[src/rtl/apb_reg_bank.sv]
// APB slave register bank: CTRL registers, STATUS, PEND/IEN interrupts.
// Programmable wait states; PSLVERR on unmapped register indices.
module apb_reg_bank #(
  parameter int NUM_REGS    = 4,
  parameter int DATA_W      = 8,
  parameter int SEL_LSB     = 14,
  parameter int WAIT_STATES = 0
) (
  input  logic                       clk,
  input  logic                       rst_n,
  input  logic [31:0]                paddr,
  input  logic                       psel,
  input  logic                       penable,
  input  logic                       pwrite,
  input  logic [31:0]                pwdata,
  output logic                       pready,
  output logic [31:0]                prdata,
  output logic                       pslverr,
  output logic [NUM_REGS*DATA_W-1:0] ctrl_out,
  input  logic [DATA_W-1:0]          status_in,
  input  logic [DATA_W-1:0]          event_in,
  output logic                       irq
);

  typedef enum logic {IDLE, ACCESS} state_e;

  state_e                     state_q, state_d;
  logic [2:0]                 wcnt_q, wcnt_d;
  logic [NUM_REGS*DATA_W-1:0] ctrl_q, ctrl_d;
  logic [DATA_W-1:0]          status_q, status_d;
  logic [DATA_W-1:0]          pend_q, pend_d;
  logic [DATA_W-1:0]          ien_q, ien_d;
  logic [DATA_W-1:0]          ev_q, ev_d;
  logic                       irq_q, irq_d;

  logic [31:0]       idx;
  logic [DATA_W-1:0] wdata;
  logic [DATA_W-1:0] rval;
  logic [DATA_W-1:0] clr;
  logic              mapped;
  logic              wr;

  assign idx   = 32'(paddr[30:SEL_LSB]);
  assign wdata = pwdata[DATA_W-1:0];

  always_comb begin
    state_d = state_q;
    wcnt_d  = wcnt_q;
    pready  = 1'b0;
    unique case (state_q)
      IDLE: begin
        if (psel && !penable) begin
          state_d = ACCESS;
          wcnt_d  = 3'(WAIT_STATES);
        end
      end
      ACCESS: begin
        if (!psel) begin
          state_d = IDLE;
        end else if (penable) begin
          if (wcnt_q != 3'd0) begin
            wcnt_d = wcnt_q - 3'd1;
          end else begin
            pready  = rst_n;
            state_d = IDLE;
          end
        end
      end
      default: state_d = IDLE;
    endcase
  end

  always_comb begin
    mapped = 1'b1;
    rval   = '0;
    unique case (1'b1)
      (idx < 32'(NUM_REGS)): begin
        for (int k = 0; k < NUM_REGS; k++) begin
          if (idx == 32'(k)) rval = ctrl_q[k*DATA_W +: DATA_W];
        end
      end
      (idx == 32'(NUM_REGS)):     rval = status_q;
      (idx == 32'(NUM_REGS + 1)): rval = pend_q;
      (idx == 32'(NUM_REGS + 2)): rval = ien_q;
      default:                    mapped = 1'b0;
    endcase
  end

  always_comb begin
    prdata = '0;
    if (pready) prdata[DATA_W-1:0] = rval;
    pslverr = pready & ~mapped;
  end

  assign wr = pready & pwrite & mapped;

  always_comb begin
    ctrl_d = ctrl_q;
    ien_d  = ien_q;
    clr    = '0;
    if (wr) begin
      unique case (1'b1)
        (idx < 32'(NUM_REGS)): begin
          for (int k = 0; k < NUM_REGS; k++) begin
            if (idx == 32'(k)) ctrl_d[k*DATA_W +: DATA_W] = wdata;
          end
        end
        (idx == 32'(NUM_REGS + 1)): clr   = wdata;
        (idx == 32'(NUM_REGS + 2)): ien_d = wdata;
        default: ;
      endcase
    end
    // Rising-edge set takes priority over a same-cycle W1C clear
    pend_d   = (pend_q & ~clr) | (event_in & ~ev_q);
    status_d = status_in;
    ev_d     = event_in;
    irq_d    = |(pend_q & ien_q);
  end

  always_ff @(posedge clk) begin
    if (!rst_n) begin
      state_q  <= IDLE;
      wcnt_q   <= '0;
      ctrl_q   <= '0;
      status_q <= '0;
      pend_q   <= '0;
      ien_q    <= '0;
      ev_q     <= event_in;
      irq_q    <= 1'b0;
    end else begin
      state_q  <= state_d;
      wcnt_q   <= wcnt_d;
      ctrl_q   <= ctrl_d;
      status_q <= status_d;
      pend_q   <= pend_d;
      ien_q    <= ien_d;
      ev_q     <= ev_d;
      irq_q    <= irq_d;
    end
  end

  assign ctrl_out = ctrl_q;
  assign irq      = irq_q;

endmodule

[config.mk]
export PLATFORM = sky130hd
export DESIGN_NAME = apb_reg_bank
export DESIGN_NICKNAME = d
export VERILOG_FILES = /design/src/rtl/apb_reg_bank.sv
export SDC_FILE = /design/constraint.sdc
export NUM_CORES = 1
export LEC_CHECK = 0
export CORE_ASPECT_RATIO = 0.7
export CORE_UTILIZATION = 43
export CTS_BUF_LIST = sky130_fd_sc_hd__clkbuf_4 sky130_fd_sc_hd__clkbuf_8
export CTS_CLUSTER_SIZE = 25
export DETAILED_ROUTE_END_ITERATION = 8
export PLACE_DENSITY = 0.83
export REMOVE_ABC_BUFFERS = 1
export SLEW_MARGIN = 40
export SYNTH_ARGS = -nofsm -noshare
export SYNTH_HDL_FRONTEND = slang
export SYNTH_SLANG_ARGS = --single-unit
[constraint.sdc]
create_clock -name clk -period 4.7 [get_ports clk]
set_input_delay 1.41 -clock clk [delete_from_list [all_inputs] [get_ports clk]]
set_output_delay 1.41 -clock clk [all_outputs]
set_load 0.01 [all_outputs]
# Yosys cells after proc, flatten, opt, wreduce, memory -nomap -nowiden
# Cells that the tools add are included.
# op_classes
magnitude_cmp	1
reduce_logical	12
add_sub_neg	1
bitwise	11
n_mux	23
eq_ne	10
# ops
op	count
two-way mux 8 bit	7
== test 17 x 3 -> 1 bit, second input constant	3
== test 17 x 2 -> 1 bit, second input constant	2
zero test 32 bit	1
case mux 8 bit (4 select lines)	1
AND 8 bit	3
== test 17 x 1 -> 1 bit, second input constant	1
less-than comparator 17 x 3 -> 1 bit, second input constant	1
inverter 8 bit	2
two-way mux 3 bit	4
AND reduction 3 bit	4
two-way mux 1 bit	9
bitwise OR 8 bit	1
OR reduction 8 bit	1
!= test 2 bit, second input constant	3
case mux 3 bit (2 select lines)	1
AND reduction 4 bit	1
OR reduction 4 bit	1
AND 1 bit	3
nonzero test 3 bit	1
subtractor 3 x 1 -> 3 bit, second input constant	1
!= test 2 x 1 -> 1 bit, second input constant	1
inverter 1 bit	2
case mux 1 bit (2 select lines)	1
other kinds (3)	3
# totals
ff_bits	69
in_bits	85
out_inout_bits	67
elab_cells	69

# Logic depth before layout (Yosys ltp)
# Gate-level depths: netlist (run 1).
# depth
ltp_word	11
depth_mapped	8

# Worst setup path before layout (run 1)
# Ideal clock, no wire load.
# synth_path
path_kind	input port to output port
start	input port paddr[17]
end	output port prdata[0]
required_ns	3.290
setup_slack_ns	0.247
n_path_buf	0
arrival_ns	3.043
path_stages	4
path_cell_list	or4_4 > nor4_4 > nand4_2 > a21oi_1
# synth_between
elab_chain_cells	7
elab_cells_between_ends	14
cone_classes	order compare (1); eq/ne (6); mux (6); reduce/logical (1)
# synth_lines
item	line_no	rtl
start, declared	11	input logic [31:0] paddr,
zero test 32 bit	79	if (idx == 32'(k)) rval = ctrl_q[k*DATA_W +: DATA_W];
two-way mux 8 bit (4 in a row)	79	
case mux 8 bit (4 select lines) *	76	unique case (1'b1)
two-way mux 8 bit *	91	if (pready) prdata[DATA_W-1:0] = rval;
end, declared	17	output logic [31:0] prdata,
# Every way passes the cells marked *; elsewhere a longest branch is shown, timed or not.

# Final worst setup path (run 1)
# layout_path
start	input port paddr[15]
end	output port prdata[3]
# Same word-level chain as after synthesis.

==> impl_summary.txt, run 1 <==
----------------------------------------------------
[Run status]
  Outcome ... finished, final reports clean

[Clocking]
  Count of H-tree levels built during CTS ... 3
  Count of hold buffers inserted by post-cts repair ... 0
  Cell chosen for the clock root ... clkbuf_8
  Number of sinks driven by the clock tree ... 69
  Source-to-sink clock delay at the later pin of the worst-skew pair ... 0.34 ns
  Number of buffers created by CTS ... 9
  TritonCTS clock tree ... built
  Clock slew seen by the registers of the worst setup and hold paths ... 0.08 ns
  Longest Clk Path Bufs ... 2

[Placement]
  Final RePlAce weighted congestion ... 0.899
  Post-DP HPWL ... 6.10 mm
  Placed instance area ... 0.00424 mm²
  DP Worst Slack ... -0.445 ns
  Count of input and output buffers ... 88
  Post-placement cell count ... 519

[Synth]
  Main flop type after synthesis ... dfxtp_1
  Share of synthesized area occupied by flip-flops and latches ... 42.4%
  Seq cells post-synth ... 69
  Syn Std Cell Area ... 0.00325 mm²
  Count of cell types in the netlist ... 36
  Largest area contributor in the synthesized netlist ... dfxtp_1
  Average footprint of a synthesized cell ... 9.80 µm²
  Ranking of synthesized cells by area ... dfxtp_1 42%, mux2i_1 12%, nand2_1 6.9%, buf_4 5.8%, mux4_2 5.5%
  Ys async rst share ... 0%
  Cell count after synthesis ... 332
  Total of warnings raised by yosys ... 0
  EDFF count, synth ... 0
  Ranking of synthesized cells by instance count ... 69 x dfxtp_1, 60 x nand2_1, 40 x mux2i_1, 25 x buf_4, 19 x a21oi_1
  Most frequently used cell type in the post-synthesis netlist ... dfxtp_1
  Synth top area share ... 42.4%

[Layout]
  Fraction of layout cells with a size suffix above 1 ... 18.6%
  End-of-flow core utilization ... 62.3%
  Count of inserted antenna diode cells ... 0
  Area Overhead vs Synth ... 40.1%
  Final standard cell count with taps included and fillers excluded ... 544
  Final Cell Area ... 0.00456 mm²
  Nets ... 528

[Floorplan]
  Count of boundary I/O pins ... 152
  Floorplan core area ... 0.00732 mm²
  Die area ... 0.00793 mm²
  Number of placement rows ... 26
  Die span in y ... 74.8 µm
  Starting density of the core ... 44.5%
  Die span in x ... 106 µm

[Detailed routing]
  Total vias in the final route ... 2781
  Count of nets left with antenna violations after detail routing ... 0
  Detailed-router iteration count before antenna repair ... 5
  Remaining DRCs ... 0
  Via density per instance ... 5.11
  Detailed-route wire length per cell ... 16.1 µm
  First-iteration detailed-routing DRC count ... 129
  Post-Route WL ... 8.77 mm

[Worst hold path]
  Hold_sp ... wcnt_q[0]
  Type of the tightest min-delay check ... reg -> reg
  Number of cells on the worst hold path ... 2
  End of the worst hold path ... wcnt_q[0]

[Setup path]
  Critical path capture point type ... primary output
  R2R setup slack ... 2.49 ns
  Data arrival, critical path ... 3.23 ns
  Worst reg2reg endpoint ... ctrl_out[23]
  Worst setup startpoint ... paddr[15]
  Critical Setup Path Class ... in -> out
  Worst reg2reg path depth ... 7
  Critical-path top delay cell ... clkdlybuf4s50_1
  Critical Path Start Type ... input pin
  Max incr delay on CP ... 0.54 ns
  FF-to-FF Start ... wcnt_q[0]
  Required arrival time at the worst endpoint ... 3.29 ns
  Worst-path cell chain ... clkdlybuf4s50_1, buf_4, mux4_2, a22oi_1, a21oi_2, clkdlybuf4s15_1
  Maximum fanout along the worst path ... 5

[Job]
  Number of max-capacitance violations reported ... 0

[Power]
  Largest voltage drop on the vdd net ... 190 µV
  Power density over cell area ... 266 mW/mm²
  Leakage power total ... 1.94 nW

[STA]
  Worst relative slew slack ... 60.0%
  Part of the cycle the worst path needs ... 98.8%
  Number of setup violations in the final report ... 0
  RSZ-0062 raised after global routing ... true
  Count of endpoints failing hold in the final timing report ... 0
  Number of slew-limit violations in the final report ... 0
  Setup TNS after final layout ... 0 ns
  Max Clock Freq ... 215 MHz
  Slew @ Worst Pin ... 0.599 ns
  Post-layout worst setup margin ... 0.0586 ns
  Post-route clock skew ... 0.00557 ns
  Final min period ... 4.64 ns

[Global routing]
  Combined global-route utilization of all metal layers ... 23.0%
  Pin count of the biggest net entering global routing ... 68
  Initial antenna violation count ... 0
  Wire length of the first global-routing pass ... 13.7 mm
  Number of global-route vias before repair ... 2693
  Total gr overflow ... 0

----------------------------------------------------
## how the worst max path moves through the flow
stage                      to  cells after the start
floorplan           prdata[0]                      4
global placement    prdata[3]                      6
detailed placement  prdata[3]                      6
CTS                   pslverr                      6
global route          pslverr                      6
finish              prdata[3]                      6
## final cells by class
| class | count | area (µm²) |
|---|---|---|
| fillers | 611 | 2760 |
| multi-input cells | 242 | 1760 |
| flip-flops and latches | 69 | 1380 |
| repair buffers | 114 | 1070 |
| clock buffers | 11 | 145 |
| well taps | 98 | 123 |
| clock inverters | 5 | 58.8 |
| inverters | 5 | 18.8 |
## layer usage
layer	up-vias	track usage [%]	wire length [µm]
li1	1333	-	-
met4	0	9.26	126
met5	-	0	0
met3	10	6.23	506
met2	112	35.6	3910
met1	1326	31.0	4230
## critical path, delay by kind of cell
family / cells / cell delay, ns
compound gates: 2 / 0.31
buf+inv: 3 / 0.96
mux: 1 / 0.54
## sequential cells by signal, indices dropped and copies added (netlist names)
| name | flops |
|---|---|
| pend_q | 8 |
| irq | 1 |
| ctrl_out | 32 |
| ev_q | 8 |
| wcnt_q | 3 |
| state_q | 1 |
| status_q | 8 |
| ien_q | 8 |
## cell families (layout without fill, tap and decap cells)
group | count (synthesis) | after routing | synth area share (%)
AND/OR/NAND/NOR | 118 | 118 | 20.4
AO/OA/AOI/OAI | 42 | 42 | 7.61
buffers and inverters | 44 | 135 | 8.04
multiplexers | 56 | 56 | 20.6
adder cells (fa/ha/maj) | 2 | 2 | 0.769
other | 1 | 24 | 0.115
flip-flops | 69 | 69 | 42.4
## per-stage QoR
| stage | hold slack, ns | total power (W) |
|---|---|---|
| finish | 0.462 | 0.00121 |
| global route | 0.485 | 0.00126 |
| CTS | 0.468 | 0.00122 |
| detailed placement | 0.457 | 0.000727 |
| global placement | 0.442 | 0.000725 |
| floorplan | 0.432 | 0.000654 |
## report_power, final
group          internal, W  switching, W  total (W)
registers         0.000597    0.00000634   0.000603
clock network     0.000266      0.000230   0.000497
logic            0.0000573     0.0000551   0.000112
## cell usage in the layout (no fill, tap or decap), types with 3 or more instances in the layout
cell	instances
o21ai_0	9
and2_1	9
mux4_2	8
a21oi_1	12
mux2_2	8
nand3_1	3
a22oi_1	11
inv_1	5
dfxtp_1	69
buf_6	5
buf_2	7
mux2i_1	40
a21oi_2	5
clkdlybuf4s50_1	71
nand4_4	3
buf_4	21
dlygate4sd2_1	6
nand2_1	60
nor2_1	6
clkbuf_8	10
and3_1	3
conb_1	24
nor2b_1	16
## repair_timing
| item | CTS | global route |
|---|---|---|
| endpoints found under the setup margin | 9 | 6 |
| resized for setup | 48 | 8 |
| gates cloned | 0 | 0 |
| endpoints found under the hold margin | 0 | 0 |
| buffers inserted | 7 | 2 |
| pin swaps | 3 | 2 |
No activity file was read; power rests on OpenSTA's default activity.
==> inputs of run 2 (changes only) <==
Settings changed: RECOVER_POWER from default to 25.
==> impl_summary.txt, run 2 (synthesis gave the netlist of run 1 again) <==
----------------------------------------------------
[Run status]
  Outcome ... finished, final reports clean

[Detailed routing]
  Remaining DRCs ... 0
  Post-Route WL ... 8.76 mm
  Via density per instance ... 5.12
  First-iteration detailed-routing DRC count ... 127
  Total vias in the final route ... 2784
  Detailed-router iteration count before antenna repair ... 5
  Count of nets left with antenna violations after detail routing ... 0
  Detailed-route wire length per cell ... 16.1 µm

[Placement]
  DP Worst Slack ... -0.445 ns
  Count of input and output buffers ... 88
  Post-DP HPWL ... 6.10 mm
  Final RePlAce weighted congestion ... 0.899

[Clocking]
  Source-to-sink clock delay at the later pin of the worst-skew pair ... 0.34 ns
  Number of buffers created by CTS ... 9
  TritonCTS clock tree ... built
  Cell chosen for the clock root ... clkbuf_8
  Count of H-tree levels built during CTS ... 3
  Clock slew seen by the registers of the worst setup and hold paths ... 0.08 ns
  Longest Clk Path Bufs ... 2
  Number of sinks driven by the clock tree ... 69

[Power]
  Largest voltage drop on the vdd net ... 189 µV
  Leakage power total ... 1.95 nW
  Power density over cell area ... 266 mW/mm²

[Global routing]
  Number of global-route vias before repair ... 2693
  Initial antenna violation count ... 0
  Wire length of the first global-routing pass ... 13.7 mm
  Combined global-route utilization of all metal layers ... 23.0%
  Total gr overflow ... 0
  Pin count of the biggest net entering global routing ... 68

[Layout]
  Fraction of layout cells with a size suffix above 1 ... 18.2%
  End-of-flow core utilization ... 62.2%
  Nets ... 528
  Max reg flops ... 32
  Most frequent standard cell in the layout excluding fill and tap cells ... dfxtp_1
  Count of inserted antenna diode cells ... 0
  Most used cells in the layout excluding fill and tap cells ... 69 x dfxtp_1, 60 x nand2_1, 56 x clkdlybuf4s50_1
  Fill cell instance count of the final layout ... 614
  Area Overhead vs Synth ... 39.9%

[STA]
  Number of slew-limit violations in the final report ... 0
  Post-layout worst setup margin ... 0.0557 ns
  Final min period ... 4.64 ns
  Slew @ Worst Pin ... 0.603 ns
  Post-route clock skew ... 0.00560 ns
  Part of the cycle the worst path needs ... 98.8%
  Number of setup violations in the final report ... 0
  Worst relative slew slack ... 59.8%
  Max Clock Freq ... 215 MHz
  Setup TNS after final layout ... 0 ns
  RSZ-0062 raised after global routing ... true
  Count of endpoints failing hold in the final timing report ... 0

[Setup path]
  Required arrival time at the worst endpoint ... 3.29 ns
  Maximum fanout along the worst path ... 5
  Critical Path Start Type ... input pin
  Worst reg2reg path depth ... 7
  Data arrival, critical path ... 3.23 ns
  Critical path capture point type ... primary output
  Critical Setup Path Class ... in -> out

[Job]
  Number of max-capacitance violations reported ... 0

[Floorplan]
  Count of boundary I/O pins ... 152
  Floorplan core area ... 0.00732 mm²
  Die span in y ... 74.8 µm
  Number of placement rows ... 26
  Starting density of the core ... 44.5%
  Die span in x ... 106 µm
  Die area ... 0.00793 mm²

[Worst hold path]
  Number of cells on the worst hold path ... 2
  Type of the tightest min-delay check ... reg -> reg

----------------------------------------------------
[run 2: cell types whose count changed in the layout (fill, tap and decap cells not counted), sizes merged]
cell and change:
clkdlybuf4s50 -15, buf -2, clkbuf +2, dlygate4sd3 +15
[run 2: through the flow]
step / hold slack, ns / cells / power (W) / instance area [µm²]
floorplan: 0.432 / 316 / 0.000654 / 3100
global placement: 0.442 / 519 / 0.000725 / 4240
detailed placement: 0.457 / 519 / 0.000727 / 4240
CTS: 0.468 / 542 / 0.00122 / 4500
global route: 0.485 / 544 / 0.00126 / 4550
finish: 0.462 / 544 / 0.00121 / 4550
[run 2: final timing paths]
kind         slack, ns       from            to
max reg2reg       2.48  wcnt_q[0]  ctrl_out[23]
min               0.46  wcnt_q[0]     wcnt_q[0]
min reg2reg       0.46  wcnt_q[0]     wcnt_q[0]
max               0.06  paddr[15]     prdata[3]
[run 2: area by class of cell]
class	instances	area [µm²]	share of cell area [%]
inverter	5	18.8	0.412
clock buffer	11	145	3.19
multi-input combinational	242	1760	38.7
clock inverter	5	58.8	1.29
tap	98	123	2.69
timing repair buffer	114	1060	23.3
sequential	69	1380	30.3
[run 2: worst max-delay path, stage by stage]
cell and delay, ns:
clkdlybuf4s50_1 0.55, buf_4 0.19, mux4_2 0.54, a22oi_1 0.21
a21oi_2 0.10, clkdlybuf4s15_1 0.23
[run 2: timing repair]
item / in CTS / in global routing
resized for setup: 48 / 8
setup endpoints to repair: 9 / 6
hold buffers: 0 / 0
pin swaps: 3 / 2
setup buffers: 7 / 2
[run 2: report_power, final]
part | switching, W | leakage, nW | internal, W
logic | 0.0000552 | 1.29 | 0.0000552
clock network | 0.000230 | 0.0994 | 0.000266
registers | 0.00000634 | 0.563 | 0.000597
[run 2: metal layers]
metal  global-route usage, %  wire (µm)  up-vias
li1                        -          -     1331
met1                    31.0       4130     1329
met2                    35.6       3940      112
met3                    6.23        550       12
met4                    9.26        137        0
met5                       0          0        -
